--- src/rtl/ex_muldiv_sched_pkg.sv ---
// Shared constants for the EX-stage multiply/divide scheduler: RV32M funct3 codes,
// scheduler state encoding and operand-signedness helpers.
package ex_muldiv_sched_pkg;

  localparam logic [2:0] M_MUL    = 3'b000;
  localparam logic [2:0] M_MULH   = 3'b001;
  localparam logic [2:0] M_MULHSU = 3'b010;
  localparam logic [2:0] M_MULHU  = 3'b011;
  localparam logic [2:0] M_DIV    = 3'b100;
  localparam logic [2:0] M_DIVU   = 3'b101;
  localparam logic [2:0] M_REM    = 3'b110;
  localparam logic [2:0] M_REMU   = 3'b111;

  typedef enum logic [1:0] {
    MDS_IDLE = 2'd0,
    MDS_BUSY = 2'd1,
    MDS_DONE = 2'd2
  } mds_state_e;

  // MUL is treated as signed*signed; its low half is identical either way.
  function automatic logic op1_signed(input logic [2:0] f3);
    return (f3 == M_MUL) || (f3 == M_MULH) || (f3 == M_MULHSU) ||
           (f3 == M_DIV) || (f3 == M_REM);
  endfunction

  function automatic logic op2_signed(input logic [2:0] f3);
    return (f3 == M_MUL) || (f3 == M_MULH) || (f3 == M_DIV) || (f3 == M_REM);
  endfunction

endpackage

--- src/rtl/ex_muldiv_sched_core.sv ---
// Iterative unsigned datapath: one shift-add (multiply) or one restoring shift-subtract
// (divide) step per enabled cycle on operand magnitudes. Outputs show the post-step value.
module ex_muldiv_sched_core #(
  parameter int XLEN = 32
) (
  input  logic              clk,
  input  logic              rstn,
  input  logic              load,
  input  logic              step,
  input  logic              is_div,
  input  logic              a_neg,
  input  logic              b_neg,
  input  logic [XLEN-1:0]   op_a,
  input  logic [XLEN-1:0]   op_b,
  output logic [2*XLEN-1:0] product,
  output logic [XLEN-1:0]   quotient,
  output logic [XLEN-1:0]   remainder
);

  logic [2*XLEN-1:0] acc_reg;
  logic [2*XLEN-1:0] acc_next;
  logic [2*XLEN-1:0] mul_next;
  logic [2*XLEN-1:0] div_next;
  logic [XLEN-1:0]   mcand_reg;
  logic              div_reg;
  logic [XLEN-1:0]   mag_a;
  logic [XLEN-1:0]   mag_b;
  logic [XLEN:0]     mul_sum;
  logic [XLEN:0]     div_top;
  logic [XLEN-1:0]   div_diff;
  logic              div_fits;

  assign mag_a = a_neg ? -op_a : op_a;
  assign mag_b = b_neg ? -op_b : op_b;

  // Multiply: multiplier sits in the low half and is consumed LSB first.
  assign mul_sum  = {1'b0, acc_reg[2*XLEN-1:XLEN]} + (acc_reg[0] ? {1'b0, mcand_reg} : '0);
  assign mul_next = {mul_sum, acc_reg[XLEN-1:1]};

  // Divide: the shifted partial remainder can need XLEN+1 bits when the divisor is large.
  assign div_top  = acc_reg[2*XLEN-1:XLEN-1];
  assign div_fits = div_top >= {1'b0, mcand_reg};
  assign div_diff = div_top[XLEN-1:0] - mcand_reg;
  assign div_next = div_fits ? {div_diff, acc_reg[XLEN-2:0], 1'b1}
                             : {acc_reg[2*XLEN-2:0], 1'b0};

  assign acc_next  = div_reg ? div_next : mul_next;
  assign product   = mul_next;
  assign quotient  = div_next[XLEN-1:0];
  assign remainder = div_next[2*XLEN-1:XLEN];

  always_ff @(posedge clk or negedge rstn) begin
    if (!rstn) begin
      acc_reg   <= '0;
      mcand_reg <= '0;
      div_reg   <= 1'b0;
    end else if (load) begin
      div_reg   <= is_div;
      mcand_reg <= is_div ? mag_b : mag_a;
      acc_reg   <= {{XLEN{1'b0}}, (is_div ? mag_a : mag_b)};
    end else if (step) begin
      acc_reg   <= acc_next;
    end
  end

endmodule

--- src/rtl/ex_muldiv_sched.sv ---
// EX-stage RV32M scheduler: FSM, iteration counter, special-case detection, sign
// fix-up and the result register around the shared iterative datapath.
module ex_muldiv_sched
  import ex_muldiv_sched_pkg::*;
#(
  parameter int XLEN = 32,
  parameter int ITER = 32
) (
  input  logic            clk,
  input  logic            rstn,
  input  logic            start_i,
  input  logic            flush_i,
  input  logic [2:0]      funct3_i,
  input  logic [XLEN-1:0] op1_i,
  input  logic [XLEN-1:0] op2_i,
  output logic            stall_o,
  output logic [XLEN-1:0] result_o,
  output logic            valid_o,
  output logic            busy_o
);

  localparam int CW = $clog2(ITER);

  mds_state_e        state_reg;
  mds_state_e        state_next;
  logic [CW-1:0]     count_reg;
  logic [CW-1:0]     count_next;
  logic [XLEN-1:0]   result_reg;
  logic [XLEN-1:0]   result_next;
  logic [2:0]        f3_reg;
  logic              a_neg_reg;
  logic              b_neg_reg;
  logic              load;
  logic              step;

  logic              a_neg_in;
  logic              b_neg_in;
  logic              div_zero;
  logic              div_ovf;
  logic [XLEN-1:0]   special_res;

  logic [2*XLEN-1:0] product;
  logic [XLEN-1:0]   quotient;
  logic [XLEN-1:0]   remainder;
  logic [2*XLEN-1:0] mul_fix;
  logic [XLEN-1:0]   quo_fix;
  logic [XLEN-1:0]   rem_fix;
  logic [XLEN-1:0]   fixed_res;

  ex_muldiv_sched_core #(.XLEN(XLEN)) muldiv_core (
    .clk       (clk),
    .rstn      (rstn),
    .load      (load),
    .step      (step),
    .is_div    (funct3_i[2]),
    .a_neg     (a_neg_in),
    .b_neg     (b_neg_in),
    .op_a      (op1_i),
    .op_b      (op2_i),
    .product   (product),
    .quotient  (quotient),
    .remainder (remainder)
  );

  // Capture-edge decode on the live operands.
  assign a_neg_in    = op1_signed(funct3_i) & op1_i[XLEN-1];
  assign b_neg_in    = op2_signed(funct3_i) & op2_i[XLEN-1];
  assign div_zero    = funct3_i[2] & (op2_i == '0);
  assign div_ovf     = funct3_i[2] & ~funct3_i[0] & (op1_i == {1'b1, {(XLEN-1){1'b0}}}) & (&op2_i);
  assign special_res = div_zero ? (funct3_i[1] ? op1_i : '1)
                                : (funct3_i[1] ? '0 : op1_i);

  assign mul_fix = (a_neg_reg ^ b_neg_reg) ? -product : product;
  assign quo_fix = (a_neg_reg ^ b_neg_reg) ? -quotient : quotient;
  assign rem_fix = a_neg_reg ? -remainder : remainder;

  always_comb begin
    fixed_res = mul_fix[2*XLEN-1:XLEN];
    if (f3_reg[2])
      fixed_res = f3_reg[1] ? rem_fix : quo_fix;
    else if (f3_reg == M_MUL)
      fixed_res = mul_fix[XLEN-1:0];
  end

  always_comb begin
    state_next  = state_reg;
    count_next  = count_reg;
    result_next = result_reg;
    load        = 1'b0;
    step        = 1'b0;
    if (flush_i) begin
      state_next = MDS_IDLE;
    end else begin
      case (state_reg)
        MDS_IDLE: begin
          if (start_i) begin
            load       = 1'b1;
            count_next = CW'(ITER - 1);
            if (div_zero || div_ovf) begin
              state_next  = MDS_DONE;
              result_next = special_res;
            end else begin
              state_next  = MDS_BUSY;
            end
          end
        end
        MDS_BUSY: begin
          step = 1'b1;
          if (count_reg == '0) begin
            state_next  = MDS_DONE;
            result_next = fixed_res;
          end else begin
            count_next  = count_reg - 1'b1;
          end
        end
        MDS_DONE: state_next = MDS_IDLE;
        default:  state_next = MDS_IDLE;
      endcase
    end
  end

  always_ff @(posedge clk or negedge rstn) begin
    if (!rstn) begin
      state_reg  <= MDS_IDLE;
      count_reg  <= '0;
      result_reg <= '0;
      f3_reg     <= '0;
      a_neg_reg  <= 1'b0;
      b_neg_reg  <= 1'b0;
    end else begin
      state_reg  <= state_next;
      count_reg  <= count_next;
      result_reg <= result_next;
      if (load) begin
        f3_reg    <= funct3_i;
        a_neg_reg <= a_neg_in;
        b_neg_reg <= b_neg_in;
      end
    end
  end

  // The DONE cycle releases the freeze so the op retires while the pipe advances.
  assign stall_o  = start_i & (state_reg != MDS_DONE) & ~flush_i;
  assign valid_o  = (state_reg == MDS_DONE) & ~flush_i;
  assign busy_o   = (state_reg != MDS_IDLE);
  assign result_o = result_reg;

endmodule

--- config.mk ---
export PLATFORM = sky130hd
export DESIGN_NAME = ex_muldiv_sched
export DESIGN_NICKNAME = d
export VERILOG_FILES = /design/src/rtl/ex_muldiv_sched_pkg.sv /design/src/rtl/ex_muldiv_sched_core.sv /design/src/rtl/ex_muldiv_sched.sv
export SDC_FILE = /design/constraint.sdc
export NUM_CORES = 1
export LEC_CHECK = 0
export BUFFER_PORTS_ARGS = -buffer_cell sky130_fd_sc_hd__buf_2
export CORE_MARGIN = 2
export CORE_UTILIZATION = 30
export DETAILED_ROUTE_END_ITERATION = 10
export HOLD_SLACK_MARGIN = 0.05
export SLEW_MARGIN = 20
export SYNTH_ARGS = -nofsm -noshare
export SYNTH_HDL_FRONTEND = slang
export SYNTH_SLANG_ARGS = --single-unit
--- constraint.sdc ---
create_clock -name clk -period 5.08 [get_ports clk]
set_input_delay 0.254 -clock clk [delete_from_list [all_inputs] [get_ports clk]]
set_output_delay 0.254 -clock clk [all_outputs]
set_load 0.03 [all_outputs]
# == After elaboration in Yosys (flattened, before gate mapping) ==
# Index checks and enable logic that the tools add are counted.
# totals
ff_bits,141
in_bits,71
out_inout_bits,35
wordCells,98
# op_classes
add_sub_neg,8
n_lt_le_gt_ge,1
eq_ne,14
n_mux,35
bitwise_logic,12
reduce_logical,19
# op_table
op,count
32-bit two-way mux,16
64-bit two-way mux,5
32-bit negator,4
64-bit negator,1
32-bit one-hot mux with 2 select lines,1
32-bit by 33-bit adder with 33-bit output,1
33-bit by 32-bit >= comparator with 1-bit output,1
32-bit equality test (second input constant),1
32-bit logical NOT,1
32-bit AND reduction,1
32-bit subtractor,1
5-bit two-way mux,2
2-bit != test (second input constant),5
5-bit one-hot mux with 2 select lines,1
1-bit AND,9
2-bit two-way mux,4
1-bit logical OR,7
3-bit equality test (second input constant),2
3-bit logical NOT,2
3-bit != test (second input constant),2
2-bit nonzero test,3
5-bit logical NOT,1
1-bit two-way mux,5
5-bit AND reduction,1
other kinds (11),12

# == Logic depth before layout (Yosys ltp) ==
# logic_depth
depth_word,9
mapped_depth,24
mapped_depth_nobuf,19

# == By module ==
# A second synthesis with hierarchy kept.
# hier_totals
hier_cells,2356
hier_area_um2,17847.1
# modules_own_cells
module,n_inst,cells_per_inst,area_each_um2,seq_area_each_um2
ex_muldiv_sched_core,1,1469,11370.9,2427.3
ex_muldiv_sched,1,887,6476.2,1101.1

# == Least setup slack after synthesis ==
# OpenSTA, ideal clock, no wires.
# synth_timing
path_kind,register to register
startpoint,register muldiv_core.acc_reg[49]
endpoint,register result_reg[22] (netlist: result_o[22])
setup_ns,0.082
arrival_time_ns,4.588
required_ns,4.998
setup_slack_ns,0.411
path_stages_with_launch,23
path_buffers,4
period_less_slack_ns,4.669
path_cell_list,dfrtp_1 > ha_1 > a21oi_1 > o21ai_1 > a2111oi_0 > a21oi_1 > or2_1 > clkbuf_1 > inv_1 > buf_2 > buf_2 > buf_2 > mux2i_1 > ha_1 > inv_1 > nor2_1 > and4_1 > a31oi_1 > or3_1 > nor3_1 > mux2i_1 > o2111ai_1 > a31oi_1
# synth_between
elab_chain_len,8
elab_cells_between_ends,15
classes_between,add/sub (5); order compare (1); mux (9)
# synth_rtl
element,line_no,text
start: declaration,ex_muldiv_sched_core.sv:20,logic [2*XLEN-1:0] acc_reg;
start signal: assignment,ex_muldiv_sched_core.sv:60,"acc_reg <= {{XLEN{1'b0}}, (is_div ? mag_a : mag_b)};"
start signal: assignment,ex_muldiv_sched_core.sv:62,acc_reg <= acc_next;
"parallel branches: the longest is 5 deep, another holds 64-bit negator",n/a,
32-bit two-way mux (*),ex_muldiv_sched.sv:79,if (f3_reg[2])
32-bit two-way mux (*),ex_muldiv_sched.sv:109,if (count_reg == '0) begin
32-bit one-hot mux with 2 select lines (*),ex_muldiv_sched.sv:94,case (state_reg)
end signal: assignment,ex_muldiv_sched.sv:133,result_reg <= result_next;
end: declaration,ex_muldiv_sched.sv:28,logic [XLEN-1:0] result_reg;
# Mark *: on every way between the ends. The select of a mux whose other input is x is not followed.
# A chain may end at the register's enable or synchronous reset.

# == Worst setup path in the final report ==
# layout_timing
startpoint,register muldiv_core.mcand_reg[21]
endpoint,register result_reg[22] (netlist: result_o[22])
# layout_between
elab_chain_len,8
elab_cells_between_ends,16
classes_between,add/sub (5); order compare (1); mux (10)
# layout_rtl
element,line_no,text
start: declaration,ex_muldiv_sched_core.sv:24,logic [XLEN-1:0] mcand_reg;
start signal: assignment,ex_muldiv_sched_core.sv:59,mcand_reg <= is_div ? mag_b : mag_a;
32-bit two-way mux (tied with other cells),ex_muldiv_sched_core.sv:37,"assign mul_sum = {1'b0, acc_reg[2*XLEN-1:XLEN]} + (acc_reg[0] ? {1'b0, mcand_reg} : '0);"
32-bit by 33-bit adder with 33-bit output / 64-bit two-way mux (equally long branches),"ex_muldiv_sched_core.sv:37, ex_muldiv_sched_core.sv:44",
64-bit negator (tied with other cells),ex_muldiv_sched.sv:73,assign mul_fix = (a_neg_reg ^ b_neg_reg) ? -product : product;
64-bit two-way mux (tied with other cells),ex_muldiv_sched.sv:73,
32-bit two-way mux (on tied branches),"ex_muldiv_sched.sv:81, ex_muldiv_sched.sv:80",
32-bit two-way mux (*),ex_muldiv_sched.sv:79,
32-bit two-way mux (*),ex_muldiv_sched.sv:109,
32-bit one-hot mux with 2 select lines (*),ex_muldiv_sched.sv:94,
# Mark *: on every way between the ends. The rest lies on a longest branch, timed or not. The select of a mux whose other input is x is not followed.

==> reports/metrics.csv <==
stage,metric,value,unit
synthesis,"Seq/Total Area, Yosys",20.5,%
synthesis,ranking of synthesized cells by area,"dfrtp_1 21%, a21oi_1 7.4%, o21ai_0 6.4%",
synthesis,asr flop ratio synth,100,%
synthesis,Post-synth EDFFs,0,
clock_tree,clk buf depth,2,
worst_setup_path,max incr delay on CP,0.60,ns
final_layout,max FFs per register,64,
sta,final critical-path required period,4.88,ns
sta,fin. max-slew vios,0,
worst_setup_path,Worst Path Max Fanout,28,
sta,worst clock skew,0.0114,ns
grt,initial antenna violation count,10,
worst_setup_path,worst-path cell chain,inv_1 > ha_1 > nand4_1 > nor4_4 > nand3_1 > a21oi_1 > or2_4 > inv_1 > buf_4 > o41a_1 > or3_4 > nor3_2 > mux2i_1 > o2111ai_1 > a31oi_1,
floorplan,std cell rows,87,
clock_tree,worst skew pair latency,0.47,ns
routing,DRT antenna net count,0,
routing,post-DR vias/cell,5.82,
routing,Routed WL,72500,um
routing,initial drt markers,2260,
routing,Residual DRC,0,
final_layout,fin nets,2587,
worst_setup_path,critical path's most frequent cell,inv_1,
worst_setup_path,Setup Crit Path Kind,flop to flop,
routing,First-pass DRT Iterations,6,
sta,Final TNS setup,0,ns
clock_tree,CTS tree,built,
sta,Max Clk Rate,205,MHz
place,hpwl dp,57400,um
sta,RSZ-0062 raised after global routing,false,
final_layout,layout cells sized above 1,12.7,%
worst_setup_path,Worst Setup End Kind,flop,
worst_setup_path,Worst Path Arrival,5.26,ns
min_path,HP Class,input port to flop,
floorplan,# IOs,106,
worst_setup_path,Critical Path Slowest Stage Cell,o41a_1,
sta,crit share post-route,96.1,%
sta,Min Hold Slack,0.0836,ns
worst_setup_path,CP required,5.46,ns
outcome,status,"complete, no violations",
floorplan,core area,56400,um^2
clock_tree,H-tree Lvls,4,
final_layout,# fillers,6228,
synthesis,ys flop type,dfrtp_1,
synthesis,Synth Warn #,0,
worst_setup_path,FF-to-FF setup slack,0.20,ns
routing,via count,18697,
synthesis,top cell type's share of synthesized area,20.5,%
synthesis,Syn Inst Count,2396,
synthesis,post-synth cell types,94,
final_layout,Reg area,3510,um^2
pwr,Leakage,0.00810,uW
place,Port Buffers,105,
synthesis,synthesized flop and latch total,140,
grt,Global Route Usage Sum,23.9,%
clock_tree,clk sinks,140,
synthesis,Mapped Area,17100,um^2
pwr,Peak supply drop,0.304,mV
grt,GR Overflow Total,0,
grt,largest net degree at the start of global routing,95,
synthesis,Synth Area per Inst,7.13,um^2
floorplan,initial core utilization,30.3,%
clock_tree,total CTS buffers,17,
sta,Fin. Hold Viols,0,
routing,DR WL/cell,22.5,um
worst_setup_path,CP Launch Type,flop,
grt,first-pass GRT wire length,108000,um
final_layout,multi-input logic area,12700,um^2
synthesis,Yosys top cell by area,dfrtp_1,
clock_tree,Clock Root Buffer,clkbuf_16,
job,Max Cap Viol,0,
place,Routability Congestion,0.971,
synthesis,Syn Nets,2541,
sta,Setup Viol. Count Final,0,
floorplan,Die Area,58900,um^2
grt,vias in the first global route,16972,
sta,Worst-Margin Slew,1.16,ns
clock_tree,"Reg clk slew, reported paths",0.07,ns
floorplan,DIE HEIGHT,243,um
pwr,Pwr per Cell Area,801,nW/um^2
sta,Max transition margin,22.2,%
floorplan,Die Width,243,um
final_layout,Area Overhead vs Synth,13.4,%
==> layout by cell type, fill, tap and decap left out, types with 9 or more instances in the layout <==
cell,instances
mux2i_1,68
a311oi_1,9
and3_1,26
o21a_1,11
dfrtp_1,138
or3_1,28
nor4b_1,12
ha_1,68
a21oi_1,250
a31oi_1,29
buf_4,103
or2_2,11
nor3_1,39
a221oi_1,9
xor2_1,94
nand2b_1,13
nor4_1,21
a21o_1,26
o21ai_0,217
clkbuf_16,17
nand3_1,38
inv_1,67
buf_2,103
nor2_1,272
nand4_1,28
o21ai_1,9
o211ai_1,25
a211oi_1,41
o31ai_1,33
xnor2_1,120
and2_1,15
maj3_1,22
nand2_1,274
a22o_1,21
o41ai_1,11
==> what timing repair did <==
item	4_1_cts	5_1_grt
hold buffers	1	0
gates cloned	0	0
endpoints found under the setup margin	6	20
pin swaps	0	1
setup buffers	0	0
resized for setup	3	23
endpoints found under the hold margin	72	0
==> cell type report <==
cell class	instances	area share (%)
Timing Repair Buffer	208	6.76
Sequential cell	140	18.1
Inverter	71	1.38
Clock buffer	17	2.20
Tap cell	756	4.88
Multi-Input combinational cell	2004	65.7
Antenna cell	3	0.0387
Clock inverter	15	0.904
==> critical path, delay by kind of cell (launching register included) <==
| family | cells | cell delay [ns] |
|---|---|---|
| AO/OA/AOI/OAI | 4 | 1.33 |
| flip-flops | 1 | 0.35 |
| buffers and inverters | 3 | 0.54 |
| adder cells (fa/ha/maj) | 1 | 0.48 |
| AND/OR/NAND/NOR | 6 | 1.86 |
| multiplexers | 1 | 0.22 |
==> path summary, 6_finish.rpt <==
kind | to | startpoint | cells after the start
setup / recovery | result_o[22] | muldiv_core.mcand_reg[21] | 15
hold / removal | f3_reg[0] | funct3_i[0] | 3
setup reg to reg | result_o[22] | muldiv_core.mcand_reg[21] | 15
hold reg to reg | muldiv_core.mcand_reg[5] | muldiv_core.mcand_reg[5] | 2
max in group asynchronous | muldiv_core.acc_reg[55] | rstn | 3
min in group asynchronous | muldiv_core.acc_reg[17] | rstn | 2
==> logic make-up (layout without fill, tap and decap cells) <==
family,after synthesis,in the layout,synth area share (%)
buffers and inverters,252,311,5.72
other,0,3,0
AO/OA/AOI/OAI,779,779,28.3
AND/OR/NAND/NOR,838,838,23.1
flip-flops,140,140,20.5
XOR/XNOR,217,217,11.2
multiplexers,74,74,4.37
adder cells (fa/ha/maj),96,96,6.80
==> through the flow <==
step | power [uW] | worst slack [ns] | area (um^2) | std cells | utilization (%)
2_1_floorplan | 9780 | 0.411 | 17100 | 2396 | -
3_3_place_gp | 13700 | -0.485 | 18700 | 3178 | 33.1
3_5_place_dp | 13700 | -0.141 | 18700 | 3178 | 33.1
4_1_cts | 15100 | 0.0361 | 19300 | 3211 | 34.2
5_1_grt | 16500 | 0.0157 | 19400 | 3211 | 34.3
6_report | 15500 | 0.196 | 19400 | 3214 | 34.4
==> power by group <==
group          switching [uW]  internal, uW
registers                 616          1560
logic                    7730          4250
clock network             620           741
total                    8960          6550
==> cells in the mapped netlist (all sizes together), types with 6 or more instances <==
library cell,instances
nand3,38
a31oi,30
xnor2,121
nor3b,6
inv,67
and3,27
ha,72
buf,22
a41oi,7
a21oi,252
or2,12
or4,10
o21a,11
dfrtp,140
nand4,28
mux2i,69
a22o,21
o21ai,227
a211o,6
nor4b,13
nor4,25
o21bai,7
nand2,275
xor2,96
maj3,22
clkbuf,159
o31ai,34
nor2,276
nand2b,13
o211ai,26
or3,30
a221oi,11
o22ai,8
a21o,26
a211oi,43
and4,8
o31a,6
a311oi,9
o41ai,11
and2,15
a2111oi,9
nor3,43
==> metal layers <==
| layer | wire length [um] | track usage (%) | part of all wire (%) | up-vias |
|---|---|---|---|---|
| met1 | 30600 | 32.8 | 42 | 8830 |
| met5 | 19 | 0 | 0.026 | - |
| li1 | - | - | - | 8744 |
| met2 | 31700 | 36.7 | 44 | 976 |
| met4 | 2980 | 9.46 | 4.1 | 4 |
| met3 | 7240 | 4.91 | 10 | 143 |
Note: power is estimated with default switching activity, not from simulation.
